[config.mk]
export PLATFORM = sky130hd
export DESIGN_NAME = clasificador_boton
export DESIGN_NICKNAME = d
export VERILOG_FILES = /design/src/rtl/clasificador_boton.sv
export SDC_FILE = /design/constraint.sdc
export NUM_CORES = 1
export LEC_CHECK = 0
export BUFFER_PORTS_ARGS = -buffer_cell sky130_fd_sc_hd__buf_2
export CAP_MARGIN = 20
export CORE_MARGIN = 10
export CORE_UTILIZATION = 52
export CTS_BUF_LIST = sky130_fd_sc_hd__clkbuf_8
export DETAILED_ROUTE_END_ITERATION = 12
export PLACE_DENSITY = 0.69
export SLEW_MARGIN = 20
export SYNTH_ARGS = -nofsm -noshare
export SYNTH_HDL_FRONTEND = slang
export SYNTH_SLANG_ARGS = --single-unit
export TNS_END_PERCENT = 30
[constraint.sdc]
create_clock -name clk -period 2.46 [get_ports clk]
set_input_delay 0.738 -clock clk [delete_from_list [all_inputs] [get_ports clk]]
set_output_delay 0.738 -clock clk [all_outputs]
set_load 0.1 [all_outputs]
[src/rtl/clasificador_boton.sv]
// clasificador_boton: turns a debounced button level into short/double/long/repeat pulses and a held level.
module clasificador_boton #(
    parameter int LONG_CYCLES   = 50_000_000,
    parameter int DOUBLE_CYCLES = 15_000_000,
    parameter int REPEAT_CYCLES = 10_000_000,
    parameter int DOUBLE_EN     = 1
) (
    input  logic clk,
    input  logic reset,
    input  logic btn_level,
    output logic short_pulse,
    output logic double_pulse,
    output logic long_pulse,
    output logic repeat_pulse,
    output logic held
);
    localparam int MX = (LONG_CYCLES > DOUBLE_CYCLES) ?
                        ((LONG_CYCLES > REPEAT_CYCLES) ? LONG_CYCLES : REPEAT_CYCLES) :
                        ((DOUBLE_CYCLES > REPEAT_CYCLES) ? DOUBLE_CYCLES : REPEAT_CYCLES);
    localparam int CW = $clog2(MX + 1);
    localparam logic [CW-1:0] L_T = CW'(LONG_CYCLES - 1);
    localparam logic [CW-1:0] D_T = CW'(DOUBLE_CYCLES - 1);
    localparam logic [CW-1:0] R_T = CW'(REPEAT_CYCLES - 1);

    typedef enum logic [2:0] {LOCKOUT, IDLE, PRESS1, WAIT2, PRESS2, LONG} state_t;

    state_t          state;
    logic [CW-1:0]   cnt;

    // held tracks the next state: every tracking state is entered or kept exactly while the button is down
    always_ff @(posedge clk) begin
        if (!reset) begin
            state        <= LOCKOUT;
            cnt          <= '0;
            short_pulse  <= 1'b0;
            double_pulse <= 1'b0;
            long_pulse   <= 1'b0;
            repeat_pulse <= 1'b0;
            held         <= 1'b0;
        end else begin
            short_pulse  <= 1'b0;
            double_pulse <= 1'b0;
            long_pulse   <= 1'b0;
            repeat_pulse <= 1'b0;
            held         <= btn_level && state != LOCKOUT;
            cnt          <= cnt + CW'(1);
            case (state)
                LOCKOUT: begin
                    cnt <= '0;
                    if (!btn_level) state <= IDLE;
                end
                IDLE: begin
                    cnt <= '0;
                    if (btn_level) state <= PRESS1;
                end
                PRESS1: begin
                    if (!btn_level) begin
                        cnt         <= '0;
                        state       <= (DOUBLE_EN != 0) ? WAIT2 : IDLE;
                        short_pulse <= (DOUBLE_EN == 0);
                    end else if (cnt == L_T) begin
                        cnt        <= '0;
                        state      <= LONG;
                        long_pulse <= 1'b1;
                    end
                end
                WAIT2: begin
                    if (btn_level) begin
                        cnt          <= '0;
                        state        <= PRESS2;
                        double_pulse <= 1'b1;
                    end else if (cnt == D_T) begin
                        cnt         <= '0;
                        state       <= IDLE;
                        short_pulse <= 1'b1;
                    end
                end
                PRESS2: begin
                    cnt <= '0;
                    if (!btn_level) state <= IDLE;
                end
                LONG: begin
                    if (!btn_level) begin
                        cnt   <= '0;
                        state <= IDLE;
                    end else if (cnt == R_T) begin
                        cnt          <= '0;
                        repeat_pulse <= 1'b1;
                    end
                end
                default: begin
                    cnt   <= '0;
                    state <= LOCKOUT;
                end
            endcase
        end
    end
endmodule

==> flow_summary.json <==
{
  "status": "completed",
  "ant_nets": 0,
  "fillers": 281,
  "grt_max_degree": 15,
  "p_total_w": 0.00100,
  "crit_path_end_kind": "flop",
  "synth_seq_cells": 34,
  "diodes": 0,
  "fp.dieW_um": 75.6,
  "worst_pin_slew_ps": 593,
  "synth.distinct_cells": 31,
  "postCtsSetupBuffers": 0,
  "synth_compound_area_share_pct": 4.90,
  "cts_tree": "done",
  "fmax_mhz": 468,
  "drive_gt1_share_pct": 10.2,
  "ctsResizeCount": 0,
  "tns_ps": 0,
  "power.density_mw_per_mm2": 571,
  "first_global_vias": 1292,
  "fin_skew_ps": 3.51,
  "multi_input_area_sq_um": 872,
  "synthesis.area_sq_mm": 0.00161,
  "placementRows": 20,
  "critPathArrivalTime_ps": 2310,
  "yosysSeqAreaShare_pct": 42.3,
  "antenna_found_initial": 0,
  "ir_drop_uv": 359,
  "wl_per_cell_um": 13.5,
  "drv_slew": 0,
  "ys_top_cells_by_area": "dfxtp_1 42%, xnor2_1 9.8%, nor2_1 8.2%",
  "clock_latency_ps": 280,
  "cts_root_buffer": "clkbuf_8",
  "drtPass1Iterations": 4,
  "grt_usage_pct": 12.9,
  "ys_warn_count": 0,
  "nNetsFinal": 200,
  "setup_violations": 0,
  "rsz0062_at_grt": "false",
  "clock_sinks": 34,
  "synthAdderAreaFrac_pct": 0.778,
  "synth.largest_area_cell": "dfxtp_1",
  "drv_cap": 0,
  "dieArea_sq_mm": 0.00572,
  "synth-main-ff-cell": "dfxtp_1",
  "cp.required_ps": 2630,
  "whs_ps": 461,
  "dieHeight_um": 75.6,
  "cts_buffer_depth": 2,
  "min_period_over_period_pct": 86.8,
  "synthXorXnorAreaFrac_pct": 13.1,
  "routabilityCongestion": 0.856,
  "pre_cts_ws_ps": 333,
  "io_buffer_count": 7,
  "synthSimpleGateAreaFrac_pct": 35.5,
  "cts.clk_slew.worst_paths_ps": 70,
  "min_period_ps": 2130,
  "hold_class": "flop to flop",
  "critPathMaxFanout": 14,
  "num_vias": 1320,
  "drtIter0Drc": 159,
  "synthCells": 187,
  "synthArstFlopShare_pct": 0,
  "io_pins": 8,
  "synth.top_cells.by_count": "35 x nor2_1, 34 x dfxtp_1, 18 x xnor2_1",
  "final_hold_viol_count": 0,
  "viasPerCell": 5.74,
  "synth_top_area_share_pct": 42.3,
  "htreeDepth": 2,
  "grt_pass1_wl_um": 5670,
  "syn-num-nets": 191,
  "stdcell_count": 230,
  "cp-start-kind": "flop",
  "critical_path_class": "flop to flop",
  "cts_made_buffers": 5,
  "setup_ws_ps": 325,
  "start_util_pct": 53.6,
  "grt.overflow.total": 0,
  "dp_cells": 222,
  "synth_mux_area_share_pct": 0,
  "synth_top_family_by_area": "simple AND/OR/NAND/NOR gates",
  "cts_hold_buf": 0,
  "power.leakage_nw": 0.513,
  "dp_hpwl_um": 2340,
  "seq_area_sq_um": 681,
  "syn2layout_area_growth_pct": 8.79,
  "coreArea_sq_mm": 0.00300,
  "synth_edf_count": 0,
  "drc": 0,
  "synth.most_common_cell": "nor2_1",
  "synth.avg_cell_area_sq_um": 8.60,
  "wl_um": 3110,
  "maxSlewHeadroom_pct": 60.1
}
-- where the power goes --
group          internal, W  switching (W)  total (W)
registers         0.000554     0.00000463   0.000559
clock network     0.000221       0.000189   0.000410
logic           0.00000936      0.0000216  0.0000310
-- cell type report --
class                   count  area share [%]
clock buffers               6            4.72
clock inverters             2           0.500
inverters                   4           0.858
multi-input cells         142            49.8
flip-flops and latches     34            38.9
well taps                  33            2.36
repair buffers              9            2.86
-- registers in the layout, summed over array words and instances (netlist names) --
| signal | flops |
|---|---|
| cnt | 26 |
| double_pulse | 1 |
| held | 1 |
| long_pulse | 1 |
| repeat_pulse | 1 |
| short_pulse | 1 |
| state | 3 |
-- worst paths after layout --
check        startpoint      end  slack [ps]  depth (start not counted)
max              cnt[0]  cnt[13]         330                          7
min              cnt[0]   cnt[0]         460                          1
max reg2reg      cnt[0]  cnt[13]         330                          7
min reg2reg      cnt[0]   cnt[0]         460                          1
-- worst max-delay path: stages (launching register included) --
cell and delay (ps):
dfxtp_1 370, ha_1 230, nand4_1 220, nor4_4 360
nand3_2 200, a221oi_4 340, buf_4 240, nor2_1 70
-- per-layer routing --
| metal | vias to the layer above | track usage (%) | part of all wire, % |
|---|---|---|---|
| li1 | 670 | - | - |
| met1 | 611 | 15.4 | 46 |
| met2 | 29 | 20.6 | 47 |
| met3 | 10 | 4.30 | 4.3 |
| met4 | 0 | 5.98 | 2.0 |
| met5 | - | 0 | 0 |
-- through the flow --
stage / util (%) / area [sq um]
final: 58.3 / 1750
after global routing: 58.3 / 1750
after CTS: 58.3 / 1750
after detailed placement: 55.3 / 1660
after global placement: 55.3 / 1660
after floorplan: - / 1610
-- cells in the final DEF, fill, tap and decap left out, types with 2 or more instances in the layout --
cell       n
nand3_1    8
buf_2      7
nand4_1    9
and2_1     2
and4_1     2
nor4_1    12
nand2b_1   5
nor2_1    35
or4_1      2
inv_1      5
dfxtp_1   34
a21oi_1    4
nor3_1    10
xor2_1     6
xnor2_1   18
nor2b_1    2
clkbuf_8   6
nand2_1   14
buf_4      2
-- cell families after synthesis --
family	Yosys count
AO/OA/AOI/OAI	9
XOR/XNOR	24
adder cells (fa/ha/maj)	1
buffers and inverters	11
flip-flops	34
AND/OR/NAND/NOR	108
Note: power is estimated with default switching activity, not from simulation.
